## src/rtl/serial_word_loader.sv

```systemverilog
// serial_word_loader
// Parallel-in/serial-out loader. A WIDTH-bit word accepted over a
// valid/ready handshake is emitted one bit per clock on a registered serial
// output. This output feeds the downstream serial shift chain. Back-to-back
// words stream with no idle gap.
//
// Parameters:
//   WIDTH      data word width (>= 2)
//   MSB_FIRST  1: bit WIDTH-1 leaves first, 0: bit 0 leaves first
// Macro:
//   SERIAL_WORD_LOADER_PARITY_EN  adds one even-parity bit after the data
//                                 bits. done/load_ready move to that cycle.
// Ports:
//   clk         clock, rising edge
//   clear       synchronous active-high reset, overrides a load
//   din         parallel word, sampled only on an accepted load
//   load_valid  din is valid
//   load_ready  loader can accept a word this cycle (combinational from state)
//   sout        serial data (registered, 0 whenever sout_valid is 0)
//   sout_valid  sout carries a frame bit (registered)
//   busy        frame in progress (registered)
//   done        one-cycle pulse on the last bit of a frame (registered)
module serial_word_loader #(
  parameter int WIDTH     = 4,
  parameter bit MSB_FIRST = 1'b1
) (
  input  logic             clk,
  input  logic             clear,
  input  logic [WIDTH-1:0] din,
  input  logic             load_valid,
  output logic             load_ready,
  output logic             sout,
  output logic             sout_valid,
  output logic             busy,
  output logic             done
);

  localparam int CW = (WIDTH <= 2) ? 1 : $clog2(WIDTH);

  typedef enum logic [1:0] {
    IDLE   = 2'd0,
    SHIFT  = 2'd1
`ifdef SERIAL_WORD_LOADER_PARITY_EN
    ,PARITY = 2'd2
`endif
  } state_t;

  state_t          state, state_n;
  logic [WIDTH-1:0] sr, sr_n;
  logic [CW-1:0]    cnt, cnt_n;
  logic             sout_n, sv_n, busy_n, done_n;
  logic             accept, start, last;
`ifdef SERIAL_WORD_LOADER_PARITY_EN
  logic             par, par_n;
`endif

  // Move the next bit to the output end of the shift register.
  function automatic logic [WIDTH-1:0] shift1(input logic [WIDTH-1:0] v);
    if (MSB_FIRST) return {v[WIDTH-2:0], 1'b0};
    else           return {1'b0, v[WIDTH-1:1]};
  endfunction

  function automatic logic head(input logic [WIDTH-1:0] v);
    return MSB_FIRST ? v[WIDTH-1] : v[0];
  endfunction

  // cnt counts remaining bits after the one currently on sout.
  assign last = (state == SHIFT) && (cnt == '0);

`ifdef SERIAL_WORD_LOADER_PARITY_EN
  assign load_ready = (state == IDLE) || (state == PARITY);
`else
  assign load_ready = (state == IDLE) || last;
`endif

  assign accept = load_valid && load_ready;

  always_comb begin
    state_n = state;
    sr_n    = sr;
    cnt_n   = cnt;
    sout_n  = 1'b0;
    sv_n    = 1'b0;
    busy_n  = 1'b0;
    done_n  = 1'b0;
    start   = 1'b0;
`ifdef SERIAL_WORD_LOADER_PARITY_EN
    par_n   = par;
`endif
    case (state)
      IDLE: begin
        start = accept;
      end
      SHIFT: begin
        if (cnt != '0) begin
          sr_n   = shift1(sr);
          cnt_n  = cnt - CW'(1);
          sout_n = head(sr_n);
          sv_n   = 1'b1;
          busy_n = 1'b1;
          // Registered done: raise it when the final data bit goes out.
`ifdef SERIAL_WORD_LOADER_PARITY_EN
          done_n = 1'b0;
`else
          done_n = (cnt == CW'(1));
`endif
        end else begin
`ifdef SERIAL_WORD_LOADER_PARITY_EN
          state_n = PARITY;
          sout_n  = par;
          sv_n    = 1'b1;
          busy_n  = 1'b1;
          done_n  = 1'b1;
`else
          start = accept;
          if (!accept) state_n = IDLE;
`endif
        end
      end
`ifdef SERIAL_WORD_LOADER_PARITY_EN
      PARITY: begin
        start = accept;
        if (!accept) state_n = IDLE;
      end
`endif
      default: state_n = IDLE;
    endcase

    // A new frame starts from IDLE or from the last cycle of a frame, with
    // its first bit driven on the very next cycle.
    if (start) begin
      state_n = SHIFT;
      sr_n    = din;
      cnt_n   = CW'(WIDTH - 1);
      sout_n  = head(din);
      sv_n    = 1'b1;
      busy_n  = 1'b1;
      done_n  = 1'b0;
`ifdef SERIAL_WORD_LOADER_PARITY_EN
      par_n   = ^din;
`endif
    end
  end

  always_ff @(posedge clk) begin
    if (clear) begin
      state      <= IDLE;
      sr         <= '0;
      cnt        <= '0;
      sout       <= 1'b0;
      sout_valid <= 1'b0;
      busy       <= 1'b0;
      done       <= 1'b0;
`ifdef SERIAL_WORD_LOADER_PARITY_EN
      par        <= 1'b0;
`endif
    end else begin
      state      <= state_n;
      sr         <= sr_n;
      cnt        <= cnt_n;
      sout       <= sout_n;
      sout_valid <= sv_n;
      busy       <= busy_n;
      done       <= done_n;
`ifdef SERIAL_WORD_LOADER_PARITY_EN
      par        <= par_n;
`endif
    end
  end

endmodule

```

## config.mk

```make
export PLATFORM = sky130hd
export DESIGN_NAME = serial_word_loader
export DESIGN_NICKNAME = d
export VERILOG_FILES = /design/src/rtl/serial_word_loader.sv
export SDC_FILE = /design/constraint.sdc
export NUM_CORES = 1
export LEC_CHECK = 0
export ABC_CLOCK_PERIOD_IN_PS = 1200
export BUFFER_PORTS_ARGS = -buffer_cell sky130_fd_sc_hd__buf_2
export CAP_MARGIN = 25
export CORE_AREA = 2 2 39 41
export DETAILED_ROUTE_END_ITERATION = 16
export DIE_AREA = 0 0 41 43
export SYNTH_ARGS = -nofsm -noshare
export SYNTH_HDL_FRONTEND = slang
export SYNTH_SLANG_ARGS = --single-unit
```

## constraint.sdc

```tcl
create_clock -name clk -period 1.2 [get_ports clk]
set_input_delay 0.06 -clock clk [delete_from_list [all_inputs] [get_ports clk]]
set_output_delay 0.06 -clock clk [all_outputs]
set_load 0.005 [all_outputs]
```

==> flow_summary_export.csv <==
group,metric,value,unit
placed_design,hpwl,487,µm
grt,track_usage,0.118,
die,pin_count,12,
run_status,status,"complete, but fails checks",
route,drc_errors,0,
worst_setup_path,endpoint,"load_ready",
grt,grt_pass1_vias,319,
run_status,violations,"negative setup slack",
synth,ys.flop_type,"dfxtp_1",
worst_setup_path,path_cells,"inv_2 -> ha_4 -> nor2b_4 -> buf_12 -> inv_12 -> buf_6",
cells_and_area,diodes,0,
cts,cts_buffers,3,
sta,fin_ws,-0.0144,ns
worst_setup_path,r2r_cells,8,
sta,fmax,0.823,GHz
worst_setup_path,cp-end-kind,"output port",
worst_setup_path,rr_endpoint,"sout",
route,drt-total-wl,719,µm
synth,synth_cell_type_count,18,
worst_setup_path,start_kind,"flip-flop",
worst_setup_path,rr_startpoint,"cnt[1]",
sta,slew_headroom,0.852,
cts,worstSkewPairLatency,0.25,ns
worst_setup_path,required,1.14,ns
route,vias_per_cell,4.36,
cells_and_area,stdcell_count,73,
pwr,p_leak,0.267,nW
worst_setup_path,ff2ff_setup_slack,0.01,ns
route,postRouteAntennaNets,0,
run,drv_cap,0,
grt,grt_pass1_wl,1300,µm
cts,clk_pin_slew,0.06,ns
worst_setup_path,cpPeakStageDelay,0.33,ns
grt,antenna_found_initial,0,
cells_and_area,drive_above_1_share,0.702,
die,dieArea,1760,µm²
sta,fin_setup_tns,-0.0144,ns
worst_setup_path,critPathKind,"reg -> out",
cells_and_area,syn2layout_area_growth,37.8,%
placed_design,port-buffer-count,11,
die,placementRows,14,
grt,grt-ovfl-total,0,
sta,finalCriticalPeriod,1.21,ns
synth,syn_nets,47,
synth,ys_seq_elements,9,
sta,rsz0062_at_grt,"true",
die,core,1380,µm²
synth,ys_warn_count,0,
route,dr.pass1.iters,1,
placed_design,dp_cells,63,
worst_setup_path,cp_max_fo,3,
synth,synthArstFlopShare,0,
die,dieHeight,43,µm
worst_setup_path,critPathLaunch,"cnt[1]",
placed_design,place_congestion,0.671,
grt,grt_max_degree,10,
sta,fin_skew,0.00294,ns
cts,clock_sinks,9,
pwr,ir_drop,0.560,mV
sta,worst_slew_pin_slew,0.222,ns
cts,h-tree-depth,1,
sta,period_share,1.01,
route,drt_first_iter_violations,0,
synth,ys_seq_area_frac,0.403,
sta,hold_viol,0,
sta,setup_violations,1,
die,fp.dieW,41,µm
synth,syn_avg_cell_area,11.8,µm²
worst_setup_path,cpMaxStageDelayCell,"dfxtp_2",
route,wl_per_cell,9.85,µm
die,start_util,0.323,
worst_hold_path,hold_class,"in -> reg",
synth,syn_inst,38,
synth,synthesis.area,447,µm²
cts,cts_tree,"done",
cts,cts.path.max_buffers,2,
cells_and_area,fin_nets,67,
route,num_vias,318,
worst_setup_path,critPathArrivalTime,1.15,ns
synth,synth-edff-count,0,
placed_design,dp_slack,0.0102,ns
pwr,power.density,1210,nW/µm²
sta,slew_viol_final,0,
cts,cts_root_buf,"clkbuf_4",
[area by class of cell]
| type | count | area (µm²) |
|---|---|---|
| Fill cell | 142 | 768 |
| Sequential cell | 9 | 183 |
| Inverter | 3 | 23.8 |
| Clock buffer | 4 | 26.3 |
| Tap cell | 16 | 20.0 |
| Multi-Input combinational cell | 22 | 225 |
| Timing Repair Buffer | 19 | 138 |
[how the worst min path moves through the flow]
stage | startpoint | end | cells after the start
floorplan | din[3] | sout | 2
global placement | din[3] | sout | 3
detailed placement | din[3] | sout | 3
CTS | din[3] | sout | 3
global route | din[3] | sout | 3
finish | din[3] | sout | 3
[state kept, by name, indices dropped and copies added, names as in the netlist]
name   cells
sr         3
cnt        2
busy       1
done       1
sout       1
state      1
[repair_timing]
| item | in CTS | in global routing |
|---|---|---|
| pin swaps | 1 | 3 |
| endpoints found under the hold margin | 0 | 0 |
| resized for setup | 9 | 1 |
| hold buffers | 0 | 0 |
| setup endpoints to repair | 4 | 6 |
| setup buffers | 6 | 0 |
[synthesized netlist by cell type, types with 2 or more instances]
master | instances | area (µm²)
a211oi_2 | 4 | 50.1
mux2i_1 | 3 | 30.0
nor2_2 | 2 | 12.5
dfxtp_1 | 9 | 180
buf_4 | 2 | 15.0
inv_1 | 2 | 7.51
nor3_2 | 2 | 20.0
nor2_1 | 3 | 11.3
ha_1 | 2 | 25.0
[critical path: cells and delay by family, from the launching register on]
kind | cells | cell delay, ns
DFF | 1 | 0.33
and+or+nand+nor | 1 | 0.12
buffers and inverters | 4 | 0.31
adders and majority gates | 1 | 0.15
[layout by cell type (no fill, tap or decap)]
| cell type | netlist | final |
|---|---|---|
| nand2_1 | 1 | 1 |
| nor2_1 | 3 | 3 |
| inv_12 | 1 | 1 |
| dfxtp_2 | 0 | 2 |
| nand3_2 | 1 | 1 |
| clkbuf_1 | 0 | 1 |
| a211oi_2 | 4 | 4 |
| clkbuf_4 | 0 | 3 |
| nor2b_4 | 1 | 1 |
| mux2i_1 | 3 | 3 |
| nor3_2 | 2 | 2 |
| ha_4 | 0 | 1 |
| ha_1 | 2 | 1 |
| buf_2 | 0 | 10 |
| buf_4 | 2 | 6 |
| nor3b_2 | 1 | 1 |
| dfxtp_1 | 9 | 7 |
| buf_6 | 0 | 2 |
| inv_2 | 0 | 2 |
| buf_12 | 1 | 1 |
| a21oi_2 | 1 | 1 |
| nor2_4 | 0 | 2 |
| nor3_1 | 1 | 1 |
[power breakdown]
part / internal (mW) / leakage [nW] / switching [mW]
logic: 0.0999 / 0.177 / 0.0795
clock network: 0.128 / 0.0150 / 0.0991
registers: 0.323 / 0.0749 / 0.0127
[through the flow]
stage               power [mW]  utilization  hold slack (ns)  instance area [µm²]
detailed placement       0.476        0.368            0.335                  509
CTS                      0.756        0.442           0.0591                  612
global placement         0.475        0.368            0.331                  509
finish                   0.742        0.445           0.0648                  616
global route             0.790        0.445           0.0675                  616
floorplan                0.447            -            0.209                  447
[cell families after synthesis]
| kind of cell | share of synthesized area |
|---|---|
| simple gates | 0.199 |
| buf+inv | 0.143 |
| fa+ha+maj | 0.0560 |
| flops | 0.403 |
| compound gates | 0.132 |
| mux | 0.0672 |
[per-layer routing]
layer | global-route usage | part of all wire | wire length (µm) | vias up
li1 | - | - | - | 163
met1 | 0.114 | 0.39 | 282 | 142
met2 | 0.181 | 0.51 | 367 | 11
met3 | 0.0785 | 0.083 | 60 | 2
met4 | 0.0600 | 0.011 | 8 | 0
met5 | 0 | 0 | 0 | -
(Power assumes the default switching activity.)
